`config.mk`:
```
export PLATFORM = sky130hd
export DESIGN_NAME = divider_iter_flat
export DESIGN_NICKNAME = d
export VERILOG_FILES = /design/src/rtl/divider_iter_if.sv /design/src/rtl/divider_iter.sv /design/src/flat_wrapper.sv
export SDC_FILE = /design/constraint.sdc
export NUM_CORES = 1
export LEC_CHECK = 0
export BUFFER_PORTS_ARGS = -buffer_cell sky130_fd_sc_hd__buf_2
export CAP_MARGIN = 15
export CORE_ASPECT_RATIO = 1.1
export CORE_UTILIZATION = 50
export CTS_CLUSTER_DIAMETER = 50
export DETAILED_ROUTE_END_ITERATION = 12
export PLACE_DENSITY = 0.72
export RECOVER_POWER = 25
export SETUP_SLACK_MARGIN = 0.3
export SLEW_MARGIN = 10
export SYNTH_ARGS = -nofsm -noshare
export SYNTH_HDL_FRONTEND = slang
export SYNTH_SLANG_ARGS = --single-unit
```
`constraint.sdc`:
```
create_clock -name clk -period 6.9 [get_ports clk]
set_input_delay 1.035 -clock clk [delete_from_list [all_inputs] [get_ports clk]]
set_output_delay 1.035 -clock clk [all_outputs]
set_load 0.02 [all_outputs]
```
`src/rtl/divider_iter_if.sv`:
```
// Handshake and data bundle for divider_iter: operand request, cancel and result response.
// The master drives operands and consumes results; the slave is the divider.
interface divider_iter_if #(
   parameter int WIDTH = 32
);
   logic             in_valid;
   logic             in_ready;
   logic             in_signed;
   logic [WIDTH-1:0] dividend;
   logic [WIDTH-1:0] divisor;
   logic             cancel;
   logic             out_valid;
   logic             out_ready;
   logic [WIDTH-1:0] quotient;
   logic [WIDTH-1:0] remainder;
   logic             div_by_zero;
   logic             busy;

   modport master (
      output in_valid, in_signed, dividend, divisor, cancel, out_ready,
      input  in_ready, out_valid, quotient, remainder, div_by_zero, busy
   );

   modport slave (
      input  in_valid, in_signed, dividend, divisor, cancel, out_ready,
      output in_ready, out_valid, quotient, remainder, div_by_zero, busy
   );
endinterface

```
`src/rtl/divider_iter.sv`:
```
// Multi-cycle restoring divider, one quotient bit per clock, signed or unsigned per operation.
// Divides magnitudes, then applies sign correction on the final iteration edge.
module divider_iter #(
   parameter int WIDTH = 32
) (
   input  logic         clk,
   input  logic         reset,
   divider_iter_if.slave dif
);
   localparam int CNT_W = $clog2(WIDTH) + 1;

   localparam logic [1:0] S_IDLE = 2'd0;
   localparam logic [1:0] S_BUSY = 2'd1;
   localparam logic [1:0] S_DONE = 2'd2;

   logic [1:0]       state_q, state_d;
   logic             out_valid_q, out_valid_d;
   logic [WIDTH-1:0] quot_q, quot_d;
   logic [WIDTH-1:0] rmd_q, rmd_d;
   logic             dbz_q, dbz_d;
   logic [CNT_W-1:0] cnt_q, cnt_d;

   logic             sign_a_q, sign_a_d;
   logic             sign_b_q, sign_b_d;
   logic             zero_q, zero_d;
   logic [WIDTH-1:0] a_q, a_d;      // dividend magnitude, shifted out as quotient bits shift in
   logic [WIDTH-1:0] b_q, b_d;
   logic [WIDTH-1:0] dvd_q, dvd_d;
   logic [WIDTH:0]   rem_q, rem_d;

   logic             in_ready;
   logic             accept;
   logic             last_iter;
   logic [WIDTH:0]   shifted;
   logic [WIDTH+1:0] diff;
   logic             q_bit;
   logic [WIDTH-1:0] q_mag;
   logic [WIDTH-1:0] r_mag;
   logic [WIDTH:0]   rem_next;

   assign in_ready  = (state_q == S_IDLE) || ((state_q == S_DONE) && dif.out_ready);
   assign accept    = dif.in_valid && in_ready && !dif.cancel;
   assign last_iter = (cnt_q == CNT_W'(WIDTH - 1));

   // Trial subtraction is one bit wider than the partial remainder so its MSB is the borrow.
   assign shifted  = {rem_q[WIDTH-1:0], a_q[WIDTH-1]};
   assign diff     = {1'b0, shifted} - {2'b00, b_q};
   assign q_bit    = ~diff[WIDTH+1];
   assign q_mag    = {a_q[WIDTH-2:0], q_bit};
   assign rem_next = q_bit ? diff[WIDTH:0] : shifted;
   assign r_mag    = rem_next[WIDTH-1:0];

   always_comb begin
      // NOTE: every signal gets a default first so no path leaves it unassigned (no latches).
      state_d     = state_q;
      out_valid_d = out_valid_q;
      quot_d      = quot_q;
      rmd_d       = rmd_q;
      dbz_d       = dbz_q;
      cnt_d       = cnt_q;
      sign_a_d    = sign_a_q;
      sign_b_d    = sign_b_q;
      zero_d      = zero_q;
      a_d         = a_q;
      b_d         = b_q;
      dvd_d       = dvd_q;
      rem_d       = rem_q;

      if (dif.cancel) begin
         state_d     = S_IDLE;
         out_valid_d = 1'b0;
      end else begin
         case (state_q)
            S_IDLE: ;
            S_BUSY: begin
               a_d   = q_mag;
               rem_d = rem_next;
               cnt_d = cnt_q + CNT_W'(1);
               if (last_iter) begin
                  state_d     = S_DONE;
                  out_valid_d = 1'b1;
                  if (zero_q) begin
                     quot_d = '1;
                     rmd_d  = dvd_q;
                     dbz_d  = 1'b1;
                  end else begin
                     quot_d = (sign_a_q ^ sign_b_q) ? -q_mag : q_mag;
                     rmd_d  = sign_a_q ? -r_mag : r_mag;
                     dbz_d  = 1'b0;
                  end
               end
            end
            S_DONE: begin
               if (dif.out_ready) begin
                  state_d     = S_IDLE;
                  out_valid_d = 1'b0;
               end
            end
            default: state_d = S_IDLE;
         endcase

         // An accept in DONE overrides the return to IDLE, giving back-to-back operation.
         if (accept) begin
            sign_a_d    = dif.in_signed & dif.dividend[WIDTH-1];
            sign_b_d    = dif.in_signed & dif.divisor[WIDTH-1];
            a_d         = (dif.in_signed & dif.dividend[WIDTH-1]) ? -dif.dividend : dif.dividend;
            b_d         = (dif.in_signed & dif.divisor[WIDTH-1])  ? -dif.divisor  : dif.divisor;
            dvd_d       = dif.dividend;
            zero_d      = (dif.divisor == '0);
            rem_d       = '0;
            cnt_d       = '0;
            state_d     = S_BUSY;
            out_valid_d = 1'b0;
         end
      end
   end

   // NOTE: sequential state uses non-blocking assignment so every register samples pre-edge values.
   always_ff @(posedge clk) begin
      if (reset) begin
         state_q     <= S_IDLE;
         out_valid_q <= 1'b0;
         quot_q      <= '0;
         rmd_q       <= '0;
         dbz_q       <= 1'b0;
         cnt_q       <= '0;
      end else begin
         state_q     <= state_d;
         out_valid_q <= out_valid_d;
         quot_q      <= quot_d;
         rmd_q       <= rmd_d;
         dbz_q       <= dbz_d;
         cnt_q       <= cnt_d;
      end
   end

   // NOTE: datapath registers are always loaded on accept before use, so they carry no reset.
   always_ff @(posedge clk) begin
      sign_a_q <= sign_a_d;
      sign_b_q <= sign_b_d;
      zero_q   <= zero_d;
      a_q      <= a_d;
      b_q      <= b_d;
      dvd_q    <= dvd_d;
      rem_q    <= rem_d;
   end

   assign dif.in_ready    = in_ready;
   assign dif.out_valid   = out_valid_q;
   assign dif.quotient    = quot_q;
   assign dif.remainder   = rmd_q;
   assign dif.div_by_zero = dbz_q;
   assign dif.busy        = (state_q == S_BUSY);
endmodule

```
`src/flat_wrapper.sv`:
```
// flat-port wrapper written by rule: the top's interface ports become plain ports
module divider_iter_flat 
#(
   parameter int WIDTH = 32
)
  (clk, reset, dif_in_valid, dif_in_signed, dif_dividend, dif_divisor, dif_cancel, dif_out_ready, dif_in_ready, dif_out_valid, dif_quotient, dif_remainder, dif_div_by_zero, dif_busy);
  divider_iter_if #(.WIDTH(WIDTH)) dif_i ();
  input  logic clk;
  input  logic reset;
  input wire logic [$bits(dif_i.in_valid)-1:0] dif_in_valid;
  input wire logic [$bits(dif_i.in_signed)-1:0] dif_in_signed;
  input wire logic [$bits(dif_i.dividend)-1:0] dif_dividend;
  input wire logic [$bits(dif_i.divisor)-1:0] dif_divisor;
  input wire logic [$bits(dif_i.cancel)-1:0] dif_cancel;
  input wire logic [$bits(dif_i.out_ready)-1:0] dif_out_ready;
  output wire logic [$bits(dif_i.in_ready)-1:0] dif_in_ready;
  output wire logic [$bits(dif_i.out_valid)-1:0] dif_out_valid;
  output wire logic [$bits(dif_i.quotient)-1:0] dif_quotient;
  output wire logic [$bits(dif_i.remainder)-1:0] dif_remainder;
  output wire logic [$bits(dif_i.div_by_zero)-1:0] dif_div_by_zero;
  output wire logic [$bits(dif_i.busy)-1:0] dif_busy;
  assign dif_i.in_valid = dif_in_valid;
  assign dif_i.in_signed = dif_in_signed;
  assign dif_i.dividend = dif_dividend;
  assign dif_i.divisor = dif_divisor;
  assign dif_i.cancel = dif_cancel;
  assign dif_i.out_ready = dif_out_ready;
  assign dif_in_ready = dif_i.in_ready;
  assign dif_out_valid = dif_i.out_valid;
  assign dif_quotient = dif_i.quotient;
  assign dif_remainder = dif_i.remainder;
  assign dif_div_by_zero = dif_i.div_by_zero;
  assign dif_busy = dif_i.busy;
  divider_iter #(.WIDTH(WIDTH)) u_core (.clk(clk), .reset(reset), .dif(dif_i));
endmodule
```
==> impl_metrics.py <==
metrics = {
    "sta": {
        "fin_ws_ps": 1810,
        "setup_violations": 0,
        "fin_skew_ps": 14.5,
        "layout_min_cycle_time_ps": 5090,
        "fmax_mhz": 197,
        "post-route-period-util_pct": 73.7,
        "worst_pin_slew_ps": 2130,
        "hold_violations": 0,
        "max_slew_margin_pct": -41.8,
        "tns_ps": 0,
        "rsz0062_at_grt": "false",
        "maxSlewViolCount": 42,
    },
    "drt": {
        "vias": 11400,
        "drt-total-wl_um": 34500,
        "firstDrtPassIters": 5,
        "drt-initial-drc-count": 746,
        "vias_per_cell": 5.91,
        "drcViolationCount": 0,
        "routedWlPerCell_um": 17.8,
        "antenna_left": 0,
    },
    "power_and_ir_drop": {
        "p_leak_nw": 5.67,
        "power.density_nw_per_um2": 257,
        "ir_drop_v": 0.000168,
    },
    "worst_setup_path": {
        "crit_type": "register to register",
        "r2r_setup_slack_ps": 1810,
        "crit-reg2reg-launch": "u_core.rem_q[3]",
        "cp-endpoint": "u_core.dif.remainder[22]",
        "crit_start": "u_core.rem_q[3]",
        "rr_endpoint": "u_core.dif.remainder[22]",
        "required_ps": 7330,
        "start_kind": "register",
        "cp-end-kind": "register",
        "critPathArrivalTime_ps": 5510,
        "reg2reg_depth": 14,
        "cp_max_fo": 57,
    },
    "cts": {
        "clockBufferDepth": 3,
        "clock-root-buffer": "clkbuf_16",
        "cts_tree": "built",
        "clkTransAtPathRegs_ps": 60,
        "ctsHoldBuffers": 0,
        "cts_resized": 0,
        "insertion_delay_ps": 540,
        "cts_sinks": 205,
        "post_cts_buffers": 0,
        "cts_buffers": 26,
        "h-tree-depth": 1,
    },
    "yosys": {
        "synth_compound_area_share_pct": 20.6,
        "syn_area_um2": 13100,
        "yosysSeqAreaShare_pct": 41.5,
        "syn-num-nets": 1575,
        "synth_ff_type": "edfxtp_1",
        "synthXorXnorAreaFrac_pct": 8.78,
        "synth_top_family_by_area": "compound AO/OA/AOI/OAI gates",
        "synthSimpleGateAreaFrac_pct": 18.6,
        "synthAdderAreaFrac_pct": 3.70,
        "yosys_warnings": 0,
        "yosys_register_bits": 205,
        "syn_inst": 1467,
        "avgSynthCellArea_um2": 8.90,
        "synthMuxAreaShare_pct": 2.37,
        "async_flop_share_pct": 0,
        "ys_types": 90,
        "synth_edf_count": 131,
    },
    "global_route": {
        "grt_remaining_overflow": 0,
        "grt_pass1_wl_um": 55200,
        "grt_pass1_vias": 10900,
        "grt_max_degree": 66,
        "grt_antenna_before_repair": 0,
        "grtUsageTotal_pct": 25.9,
    },
    "floorplanning": {
        "die_w_um": 156,
        "core_um2": 25500,
        "die_area_um2": 26800,
        "die_y_um": 172,
        "start_util_pct": 51.2,
        "ios": 138,
        "rows": 61,
    },
    "finish": {
        "n_antenna_cell": 0,
        "final_nets": 1676,
        "drive_above_1_share_pct": 9.01,
        "syn2layout_area_growth_pct": 12.6,
    },
    "run_status": {
        "violations": "capacitance limit, slew limit",
        "outcome": "complete, but fails checks",
    },
    "place": {
        "dpl_worst_slack_ps": 1910,
        "io_buffers": 137,
        "place_congestion": 0.919,
        "place_hpwl_um": 25600,
    },
    "hold_path": {
        "worstHoldPathType": "register to register",
        "hold-path-cell-count": 2,
    },
    "run": {
        "cap_viol_max_count": 1,
    },
}
-- worst min-delay path by stage --
stage | start | end | slack [ps]
final | u_core.dif.remainder[17] | u_core.dif.remainder[17] | 450
after global routing | u_core.dif.remainder[17] | u_core.dif.remainder[17] | 480
after CTS | u_core.dif.remainder[17] | u_core.dif.remainder[17] | 450
after detailed placement | u_core.dif.remainder[17] | u_core.dif.remainder[17] | 440
after global placement | u_core.dif.remainder[17] | u_core.dif.remainder[17] | 440
after floorplan | u_core.cnt_q[1] | u_core.cnt_q[1] | 460
-- placed cells by master (no fill, tap or decap), types with 9 or more instances in the layout --
master,Yosys,routed
o21a_1,9,9
o31ai_1,16,16
inv_1,66,65
nor2_1,143,141
xnor2_1,67,67
nand3_1,25,25
nand2b_1,16,16
a211oi_1,21,21
a311oi_1,10,10
edfxtp_1,131,131
clkbuf_16,0,26
nand2_1,153,152
and2_1,15,14
mux2i_1,23,23
buf_2,5,51
o211ai_1,11,11
o21ai_0,129,129
or4_1,11,11
nor3_1,38,38
a21oi_1,109,109
ha_1,37,37
dfxtp_1,74,74
xor2_1,64,64
nor4_1,20,20
or3_1,14,14
a31oi_1,22,22
o41ai_1,9,9
buf_4,2,9
clkbuf_1,56,91
a21o_1,16,16
and3_1,18,18
-- synth_stat cells, types with 3 or more instances --
master / count / area (µm²)
nand2_1: 153 / 574
nor2_1: 143 / 537
edfxtp_1: 131 / 3930
o21ai_0: 129 / 646
a21oi_1: 109 / 546
dfxtp_1: 74 / 1480
xnor2_1: 67 / 587
inv_1: 66 / 248
xor2_1: 64 / 561
clkbuf_1: 56 / 210
nor3_1: 38 / 190
ha_1: 37 / 463
nand3_1: 25 / 125
mux2i_1: 23 / 230
a31oi_1: 22 / 138
a211oi_1: 21 / 158
nor4_1: 20 / 125
and3_1: 18 / 113
a21o_1: 16 / 120
nand2b_1: 16 / 100
o31ai_1: 16 / 120
and2_1: 15 / 93.8
or3_1: 14 / 87.6
o211ai_1: 11 / 82.6
or4_1: 11 / 82.6
a311oi_1: 10 / 87.6
o21a_1: 9 / 67.6
o41ai_1: 9 / 78.8
nand4_1: 7 / 43.8
nor2b_1: 7 / 43.8
o211a_1: 7 / 70.1
or2_2: 7 / 43.8
and4_1: 6 / 52.6
buf_6: 6 / 67.6
mux2_2: 6 / 67.6
o22ai_1: 6 / 37.5
a211o_1: 5 / 43.8
buf_2: 5 / 25.0
nor3b_1: 5 / 37.5
a31o_2: 4 / 35.0
buf_1: 4 / 15.0
nand3b_1: 4 / 30.0
a21boi_0: 3 / 22.5
o21bai_1: 3 / 22.5
-- flip-flops by register name (all words and copies together), names as in the netlist, 2 cells and up --
register,count
u_core.a_q,32
u_core.b_q,32
u_core.dif.quotient,32
u_core.dif.remainder,32
u_core.dvd_q,32
u_core.rem_q,32
u_core.cnt_q,6
u_core.state_q,2
-- routing by layer --
metal	global-route usage (%)	part of all wire (%)
met4	11.6	3.8
met5	0	0
met1	32.5	42
met2	44.9	49
met3	2.85	5.3
-- cells by family after synthesis --
logic type,Yosys count
AO/OA/AOI/OAI,419
XOR/XNOR,131
adder cells (fa/ha/maj),38
buffers and inverters,141
flip-flops,205
multiplexers,30
AND/OR/NAND/NOR,503
-- stage by stage --
stage	std cells	hold slack (ps)	utilization (%)	area (µm²)	power (W)
floorplan	1467	460	-	13100	0.00217
finish	1934	455	57.7	14700	0.00378
global placement	1885	440	54.6	13900	0.00238
detailed placement	1885	443	54.6	13900	0.00239
global route	1934	480	57.7	14700	0.00395
CTS	1933	453	58.1	14800	0.00379
-- critical path, stage by stage, from the launching register on --
cell	delay, ps
edfxtp_1	460
ha_1	450
nand2_1	90
a211oi_2	380
o211ai_1	240
a31oi_4	380
a21o_4	610
inv_2	450
mux2i_1	360
ha_1	360
nand4b_1	270
nor3_2	360
a21oi_1	130
xnor2_1	150
o41ai_1	240
-- power by group --
group          leakage, nW  internal [W]  switching [W]
clock                0.423      0.000856       0.000540
combinational         3.42      0.000347       0.000588
sequential            1.83       0.00139      0.0000517
-- area by class of cell --
class	count	area, µm²
Inverter	67	253
Multi-Input combinational cell	1121	7070
Timing Repair Buffer	147	649
Sequential cell	205	5420
Tap cell	346	433
Fill cell	2430	10800
Clock buffer	31	679
Clock inverter	17	210
(Power assumes the default switching activity.)
